--- config.mk ---
export PLATFORM = sky130hd
export DESIGN_NAME = pattern_sequencer
export DESIGN_NICKNAME = d
export VERILOG_FILES = /design/src/rtl/pattern_sequencer.sv
export SDC_FILE = /design/constraint.sdc
export NUM_CORES = 1
export LEC_CHECK = 0
export ABC_AREA = 1
export CAP_MARGIN = 20
export CORE_MARGIN = 8
export CORE_UTILIZATION = 39
export DETAILED_ROUTE_END_ITERATION = 10
export PLACE_DENSITY = 0.59
export SKIP_LAST_GASP = 1
export SYNTH_ARGS = -nofsm -noshare
export SYNTH_HDL_FRONTEND = slang
export SYNTH_SLANG_ARGS = --single-unit
--- constraint.sdc ---
create_clock -name clk -period 1.95 [get_ports clk]
set_input_delay 0.195 -clock clk [delete_from_list [all_inputs] [get_ports clk]]
set_output_delay 0.195 -clock clk [all_outputs]
set_load 0.005 [all_outputs]
--- src/rtl/pattern_sequencer.sv ---
// Frame-synchronous test-pattern selector: samples buttons once per frame at the start
// of vertical blanking and commits pattern/invert/auto/banner changes during blanking.
module pattern_sequencer #(
  parameter int unsigned NUM_PATTERNS  = 6,
  parameter int unsigned AUTO_FRAMES   = 300,
  parameter int unsigned BANNER_FRAMES = 120
) (
  input  logic       clk,
  input  logic       reset,
  input  logic       vblank,
  input  logic       btn_next,
  input  logic       btn_prev,
  input  logic       btn_auto,
  input  logic       btn_invert,
  output logic [3:0] pattern_sel,
  output logic       invert,
  output logic       auto_mode,
  output logic       banner,
  output logic       frame_start,
  output logic [15:0] frame_cnt
);

  localparam int unsigned IDX_W  = 4;
  localparam int unsigned CNT_W  = 16;
  localparam int unsigned BTN_W  = 4;
  localparam int unsigned B_NEXT = 0;
  localparam int unsigned B_PREV = 1;
  localparam int unsigned B_AUTO = 2;
  localparam int unsigned B_INV  = 3;

  localparam logic [IDX_W-1:0] IDX_MAX     = IDX_W'(NUM_PATTERNS - 1);
  localparam logic [CNT_W-1:0] AUTO_LAST   = CNT_W'(AUTO_FRAMES - 1);
  localparam logic [CNT_W-1:0] BANNER_LAST = CNT_W'(BANNER_FRAMES - 1);

  typedef enum logic [1:0] {
    ST_WAIT   = 2'd0,
    ST_DECODE = 2'd1,
    ST_COMMIT = 2'd2
  } state_t;

  state_t             state_q, state_d;
  logic               vblank_q, vblank_d;
  logic [BTN_W-1:0]   btn_cur_q, btn_cur_d;
  logic [BTN_W-1:0]   btn_old_q, btn_old_d;
  logic [IDX_W-1:0]   idx_q, idx_d;
  logic               invert_q, invert_d;
  logic               auto_q, auto_d;
  logic               banner_q, banner_d;
  logic               frame_start_q, frame_start_d;
  logic [CNT_W-1:0]   frame_cnt_q, frame_cnt_d;
  logic [CNT_W-1:0]   auto_cnt_q, auto_cnt_d;
  logic [CNT_W-1:0]   banner_cnt_q, banner_cnt_d;

  // Frame decode terms; only consumed while in DECODE.
  logic [BTN_W-1:0]   press_c;
  logic               tick_c;
  logic               man_next_c, man_prev_c, manual_c;
  logic               auto_expire_c, auto_step_c;
  logic [IDX_W-1:0]   idx_inc_c, idx_dec_c, idx_new_c;
  logic [CNT_W-1:0]   auto_cnt_new_c;
  logic               changed_c;

  assign tick_c  = vblank & ~vblank_q;
  assign press_c = btn_cur_q & ~btn_old_q;

  assign man_next_c = press_c[B_NEXT] & ~press_c[B_PREV];
  assign man_prev_c = press_c[B_PREV] & ~press_c[B_NEXT];
  assign manual_c   = man_next_c | man_prev_c;

  // Auto step only if running, not toggled this frame, and not overridden by a manual step.
  assign auto_expire_c = auto_q & (auto_cnt_q == AUTO_LAST);
  assign auto_step_c   = auto_expire_c & ~press_c[B_AUTO] & ~manual_c;

  assign idx_inc_c = (idx_q == IDX_MAX) ? '0 : idx_q + IDX_W'(1);
  assign idx_dec_c = (idx_q == '0) ? IDX_MAX : idx_q - IDX_W'(1);

  always_comb begin
    idx_new_c = idx_q;
    if (man_next_c || auto_step_c) begin
      idx_new_c = idx_inc_c;
    end else if (man_prev_c) begin
      idx_new_c = idx_dec_c;
    end
  end

  always_comb begin
    auto_cnt_new_c = auto_cnt_q;
    if (press_c[B_AUTO]) begin
      auto_cnt_new_c = '0;
    end else if (auto_q) begin
      if (manual_c || auto_expire_c) begin
        auto_cnt_new_c = '0;
      end else begin
        auto_cnt_new_c = auto_cnt_q + CNT_W'(1);
      end
    end
  end

  assign changed_c = (idx_new_c != idx_q) | press_c[B_AUTO];

  // Next-state and next-value logic.
  always_comb begin
    state_d       = state_q;
    vblank_d      = vblank;
    btn_cur_d     = btn_cur_q;
    btn_old_d     = btn_old_q;
    idx_d         = idx_q;
    invert_d      = invert_q;
    auto_d        = auto_q;
    banner_d      = banner_q;
    frame_start_d = 1'b0;
    frame_cnt_d   = frame_cnt_q;
    auto_cnt_d    = auto_cnt_q;
    banner_cnt_d  = banner_cnt_q;

    unique case (state_q)
      ST_WAIT: begin
        if (tick_c) begin
          btn_cur_d     = {btn_invert, btn_auto, btn_prev, btn_next};
          btn_old_d     = btn_cur_q;
          frame_start_d = 1'b1;
          frame_cnt_d   = frame_cnt_q + CNT_W'(1);
          state_d       = ST_DECODE;
        end
      end
      ST_DECODE: begin
        idx_d      = idx_new_c;
        invert_d   = invert_q ^ press_c[B_INV];
        auto_d     = auto_q ^ press_c[B_AUTO];
        auto_cnt_d = auto_cnt_new_c;
        if (changed_c) begin
          banner_d     = 1'b1;
          banner_cnt_d = BANNER_LAST;
        end else if (banner_q) begin
          if (banner_cnt_q == '0) begin
            banner_d = 1'b0;
          end else begin
            banner_cnt_d = banner_cnt_q - CNT_W'(1);
          end
        end
        state_d = ST_COMMIT;
      end
      ST_COMMIT: begin
        state_d = ST_WAIT;
      end
      default: begin
        state_d = ST_WAIT;
      end
    endcase
  end

  // State registers; vblank_q resets high so a real rising edge is needed after reset.
  always_ff @(posedge clk) begin
    if (reset) begin
      state_q       <= ST_WAIT;
      vblank_q      <= 1'b1;
      btn_cur_q     <= '0;
      btn_old_q     <= '0;
      idx_q         <= '0;
      invert_q      <= 1'b0;
      auto_q        <= 1'b0;
      banner_q      <= 1'b0;
      frame_start_q <= 1'b0;
      frame_cnt_q   <= '0;
      auto_cnt_q    <= '0;
      banner_cnt_q  <= '0;
    end else begin
      state_q       <= state_d;
      vblank_q      <= vblank_d;
      btn_cur_q     <= btn_cur_d;
      btn_old_q     <= btn_old_d;
      idx_q         <= idx_d;
      invert_q      <= invert_d;
      auto_q        <= auto_d;
      banner_q      <= banner_d;
      frame_start_q <= frame_start_d;
      frame_cnt_q   <= frame_cnt_d;
      auto_cnt_q    <= auto_cnt_d;
      banner_cnt_q  <= banner_cnt_d;
    end
  end

  assign pattern_sel = idx_q;
  assign invert      = invert_q;
  assign auto_mode   = auto_q;
  assign banner      = banner_q;
  assign frame_start = frame_start_q;
  assign frame_cnt   = frame_cnt_q;

endmodule

==> results of run 1 <==
[stage by stage]
| stage | area (um2) | hold WS (ns) | worst slack [ns] | util |
|---|---|---|---|---|
| after floorplan | 3510 | 0.273 | 0.231 | - |
| after global placement | 4020 | 0.444 | 0.122 | 0.461 |
| after detailed placement | 4020 | 0.447 | 0.0803 | 0.461 |
| after CTS | 4210 | 0.411 | 0.0878 | 0.483 |
| after global routing | 4270 | 0.427 | 0.00909 | 0.490 |
| final | 4270 | 0.430 | 0.144 | 0.490 |
[registers in the layout (all words and copies together), names as in the netlist]
| name | count |
|---|---|
| frame_cnt | 16 |
| btn_old_q | 4 |
| vblank_q | 1 |
| auto_mode | 1 |
| frame_start | 1 |
| invert | 1 |
| state_q | 2 |
| pattern_sel | 4 |
| banner_cnt_q | 16 |
| btn_cur_q | 4 |
| auto_cnt_q | 16 |
| banner | 1 |
[layer usage]
layer | wire length (um) | part of all wire | vias to the layer above | track usage
li1 | - | - | 1794 | -
met5 | 0 | 0 | - | 0
met3 | 429 | 0.052 | 11 | 0.0471
met2 | 3790 | 0.46 | 48 | 0.219
met4 | 118 | 0.014 | 0 | 0.0532
met1 | 3920 | 0.47 | 1541 | 0.156
[kinds of logic (layout without fill, tap and decap cells)]
kind of cell / Yosys count / after routing / synth area share
compound gates: 80 / 80 / 0.128
xor+xnor: 9 / 9 / 0.0225
flops: 67 / 67 / 0.382
fa+ha+maj: 6 / 6 / 0.0214
buf+inv: 86 / 137 / 0.0973
simple gates: 283 / 283 / 0.348
[worst max-delay path, cell delays in order, from the launching register on]
cell	delay, ns
dfxtp_1	0.32
inv_2	0.05
nor2_2	0.11
inv_1	0.10
ha_1	0.22
nor2_4	0.18
buf_4	0.16
nand4_1	0.20
o21ai_0	0.29
a221oi_2	0.06
[synthesized netlist by cell type, types with 2 or more instances]
master and number:
nor3_1 23, nand4_1 7, a21oi_1 31, nor2_1 105, nor2_4 2, nor2_2 4, inv_1 68, nand3_1 22
nand4_2 2, and3_1 2, o211ai_1 3, xor2_1 8, dfxtp_1 67, ha_1 6, a211oi_1 3, clkbuf_1 6
inv_2 4, a31oi_1 4, buf_4 2, nand2_1 109, buf_1 2, o21a_1 2, o21ai_0 32
[how the worst max path moves through the flow]
stage	from	end	slack, ns
floorplan	btn_cur_q[1]	banner_cnt_q[13]	0.23
global placement	vblank	frame_cnt[15]	0.12
detailed placement	vblank	frame_cnt[15]	0.08
CTS	btn_cur_q[2]	auto_cnt_q[8]	0.09
global route	banner_cnt_q[0]	banner_cnt_q[11]	0.009
finish	btn_cur_q[2]	auto_cnt_q[8]	0.14
[cell type report]
type,count,share of cell area
timing repair buffer,47,0.104
clock buffer,9,0.0290
tap,108,0.0316
clock inverter,7,0.0161
multi-input combinational,378,0.440
inverter,74,0.0656
sequential,67,0.314
[repair_timing]
action / in CTS / in global routing
hold endpoints to repair: 0 / 0
buffers inserted: 0 / 1
hold buffers: 0 / 0
endpoints found under the setup margin: 0 / 25
resized for setup: 0 / 14
[where the power goes]
| part | switching [mW] | leakage [nW] | total, mW | internal (mW) |
|---|---|---|---|---|
| clock | 0.570 | 0.0950 | 1.16 | 0.585 |
| combinational | 0.188 | 1.25 | 0.313 | 0.126 |
| sequential | 0.0170 | 0.542 | 1.41 | 1.39 |
| total | 0.775 | 1.88 | 2.88 | 2.10 |
==> impl_results.md, run 1 <==
* Routed Antenna Nets at 0
* Worst EP required at 2.18 ns
* Die height at 111 um
* Status: completed
* Fill cells at 880
* Final hold vios at 0
* Initial drt markers at 151
* Fin Setup TNS at 0 ns
* Ys flop type: dfxtp_1
* Syn_area_per_cell at 6.61 um2
* Initial antenna violation count at 0
* Post-synthesis net count at 544
* Seq/Total Area, Yosys at 0.382
* Vias in the first global route at 3189
* Area delta synth->final at 21.8%
* Global route overflow at 0
* Power Dens Cells at 673 nW/um2
* Wire length of the first global-routing pass at 14.1 mm
* CTS H-tree lvls at 3
* Clock-pin transition on the worst setup and hold timing paths at 0.08 ns
* Core area at 8720 um2
* Worst-path maximum fanout at 6
* Ports at 31
* CTS tree: done
* Asr flop ratio synth at 0
* # setup viols final at 0
* Worst hold endpoint: vblank_q
* DP HPWL at 6.03 mm
* CP Class: reg -> reg
* CTS buffer count at 9
* Largest net degree at the start of global routing at 24
* DR vias/cell at 4.92
* Max-slew headroom at 0.755
* Synth area leaders: dfxtp_1 38%, nand2_1 12%, nor2_1 11%
* Worst hold stages at 3
* CP Launch Type: register
* Placed Cells incl. Taps at 673
* Yosys Warn Count at 0
* Number of port buffers at 30
* DR pass1 iterations at 4
* Worst R2R Setup Slack at 0.14 ns
* Leading cell type in the layout, fill and taps excluded: nand2_1
* Site Rows at 34
* Initial core utilization at 0.402
* Post-route minimum period at 1.81 ns
* Wire per inst at 12.0 um
* Commonest non-fill, non-tap cells in the layout: 107 x nand2_1, 101 x nor2_1, 68 x inv_1
* Syn Inst Count at 531
* Non-filler cells, final at 690
* Post-synth top area cell: dfxtp_1
* Worst Setup End Kind: register
* Root Driver: clkbuf_8
* Cells on worst reg2reg path at 9
* Worst r2r src: btn_cur_q[2]
* Power Total at 2.88 mW
* Area occupied by multi-input gates at 1880 um2
* Final nets at 590
* Fin crit share at 0.926
* WP data arrival at 2.03 ns
* Reg area at 1340 um2
* Chip width at 111 um
* Top cell type's share of synthesized area at 0.382
* Mapped cell area at 3510 um2
* CTS max path bufs at 2
* HP Start: vblank
* Clk_lat worst skew at 0.35 ns
* Yosys reg bits at 67
* Clk_skew at 0.00676 ns
* Worst slew pin tran at 0.365 ns
* RR Endpoint: auto_cnt_q[8]
* Count of flip-flops with a built-in enable after synthesis at 0
* Highest Clock Rate at 554 MHz
* Final GP Congestion at 0.846
* Vias post-DR at 3394
* Slew Limit Fails at 0
* Maxcap violations at 0
* Die footprint at 12300 um2
* Layout cell share with drive strength beyond 1 at 0.105
* Static leakage at 1.88 nW
* Final WL at 8.27 mm
* Detailed-route DRC error count at 0
* Total Routing Usage GR at 0.134
* Unrepaired setup endpoints after global routing: false
* Maximum vdd ir drop at 0.339 mV
* Yosys cell types at 40
* Classification of the worst-slack hold path: in -> reg
* CTS sink cnt at 67
* Diodes inserted at 0
No activity file was read; power rests on OpenSTA's default activity.
==> run 2: changes to the inputs <==
DONT_BUFFER_PORTS = 1   (was not set)
PLACE_DENSITY = 0.54   (was 0.59)
SKIP_CTS_REPAIR_TIMING = 1   (was not set)
==> run 2 against run 1 <==
Against the previous run: the run now ends with negative hold slack left; clock-buffer cell count rose by 2; sequential power barely moved; highest routed layer unchanged; maximum frequency rose by 1.0%; die area did not move.
==> impl_results.md, run 2 (synthesis gave the netlist of run 1 again) <==
* Cell area after layout at 4040 um2 (-5.5%)
* Maxcap violations at 0 (unchanged)
* Total Routing Usage GR at 0.132 (-0.00166)
* Number of port buffers at 0 (-100%)
* Worst-path maximum fanout at 8 (+2)
* Detailed-route DRC error count at 0 (unchanged)
* Routed Antenna Nets at 0 (unchanged)
* Die height at 111 um (unchanged)
* Wire length of the first global-routing pass at 13.7 mm (-2.7%)
* Maximum vdd ir drop at 0.523 mV (+54%)
* Chip width at 111 um (unchanged)
* WP data arrival at 2.06 ns (+0.03 ns)
* Final WL at 8.07 mm (-2.4%)
* CP Class: reg -> reg
* CTS max path bufs at 2 (unchanged)
* Initial drt markers at 140 (-7.3%)
* Root Driver: clkbuf_8
* Clk_lat worst skew at 0.35 ns (about the same)
* Final nets at 564 (-4.4%)
* DR pass1 iterations at 4 (unchanged)
* Clk_skew at 0.0140 ns (+0.00719 ns)
* Vias in the first global route at 3042 (-4.6%)
* Reg area at 1340 um2 (unchanged)
* Worst R2R Setup Slack at 0.16 ns (+0.02 ns)
* Util after Layout at 0.463 (-0.0270)
* Unrepaired setup endpoints after global routing: false
* Final hold vios at 9 (+9)
* Global route overflow at 0 (unchanged)
* DP Area at 3690 um2 (-8.2%)
* Power Dens Cells at 751 nW/um2 (+12%)
* Status: complete, but fails checks
* Area delta synth->final at 15.1%
* Vias post-DR at 3280 (-3.4%)
* CTS tree: done
* Clock-pin transition on the worst setup and hold timing paths at 0.08 ns (about the same)
* CP Launch Type: register
* Post-route minimum period at 1.79 ns (-0.0186 ns)
* Initial antenna violation count at 1 (+1)
* Final GP Congestion at 0.820 (-3.0%)
* Wire per inst at 12.1 um (+1.2%)
* Layout cell share with drive strength beyond 1 at 0.101 (-0.00409)
* Classification of the worst-slack hold path: in -> reg
* DP HPWL at 5.89 mm (-2.3%)
* Commonest non-fill, non-tap cells in the layout: 107 x nand2_1, 102 x nor2_1, 68 x inv_1
* CTS buffer count at 9 (unchanged)
* Ports at 31 (unchanged)
* Initial core utilization at 0.402 (unchanged)
* Fin crit share at 0.917 (-0.00955)
* Area occupied by multi-input gates at 1870 um2 (-0.67%)
* Fin Setup TNS at 0 ns (unchanged)
* CTS sink cnt at 67 (unchanged)
* Worst Setup End Kind: register
* Worst EP required at 2.22 ns (+0.04 ns)
* Core area at 8720 um2 (unchanged)
* Highest Clock Rate at 559 MHz (+1.0%)
* CTS H-tree lvls at 3 (unchanged)
* DR vias/cell at 4.93 (+0.27%)
* Site Rows at 34 (unchanged)
* Worst hold margin at -0.0987 ns (-0.529 ns)
* Slew Limit Fails at 0 (unchanged)
* Worst slew pin tran at 0.332 ns (-0.0328 ns)
* Static leakage at 1.80 nW (-4.2%)
* Largest net degree at the start of global routing at 24 (unchanged)
* # setup viols final at 0 (unchanged)
* Fill cells at 909 (+3.3%)
* Leading cell type in the layout, fill and taps excluded: nand2_1
* Failing checks: negative hold slack
* Max-slew headroom at 0.777 (+0.0220)
* Die footprint at 12300 um2 (unchanged)
==> run 2: final cells by class <==
class,instances,area share
Timing Repair Buffer,21,0.0458
Tap cell,108,0.0335
Inverter,74,0.0694
Clock inverter,5,0.0211
Antenna cell,1,0.000620
Clock buffer,11,0.0350
Sequential cell,67,0.332
Multi-Input combinational cell,378,0.463
==> run 2: worst paths after layout <==
path	startpoint	end	cells after the start
hold reg to reg	btn_cur_q[2]	btn_old_q[2]	2
hold / removal	reset	frame_cnt[14]	1
setup reg to reg	btn_cur_q[2]	auto_cnt_q[10]	9
setup / recovery	btn_cur_q[2]	auto_cnt_q[10]	9
==> run 2: where the power goes <==
group | internal (mW) | switching, mW | total, mW
logic | 0.115 | 0.178 | 0.293
registers | 1.39 | 0.0187 | 1.41
clock network | 0.762 | 0.571 | 1.33
==> run 2: routing by layer <==
layer / routed length (um) / global-route usage / up-vias
met1: 3670 / 0.149 / 1473
met2: 3700 / 0.216 / 48
met5: 0 / 0 / -
met4: 147 / 0.0523 / 0
li1: - / - / 1743
met3: 543 / 0.0552 / 16
==> run 2: worst max-delay path, cell delays in order, from the launching register on <==
cell and delay (ns):
dfxtp_1 0.33, inv_2 0.04, nor2_1 0.14, inv_1 0.12, ha_1 0.22, nor2_4 0.17, inv_2 0.11, nor3_2 0.30
o21ai_0 0.12, a211oi_1 0.17
==> run 2: through the flow <==
stage          setup slack (ns)  power [mW]  cells
2_1_floorplan             0.231        1.65    531
3_3_place_gp              0.113        1.70    639
3_5_place_dp             0.0823        1.71    639
4_1_cts                  0.0613        3.05    655
5_1_grt                 0.00378        3.18    665
6_report                  0.162        3.03    665
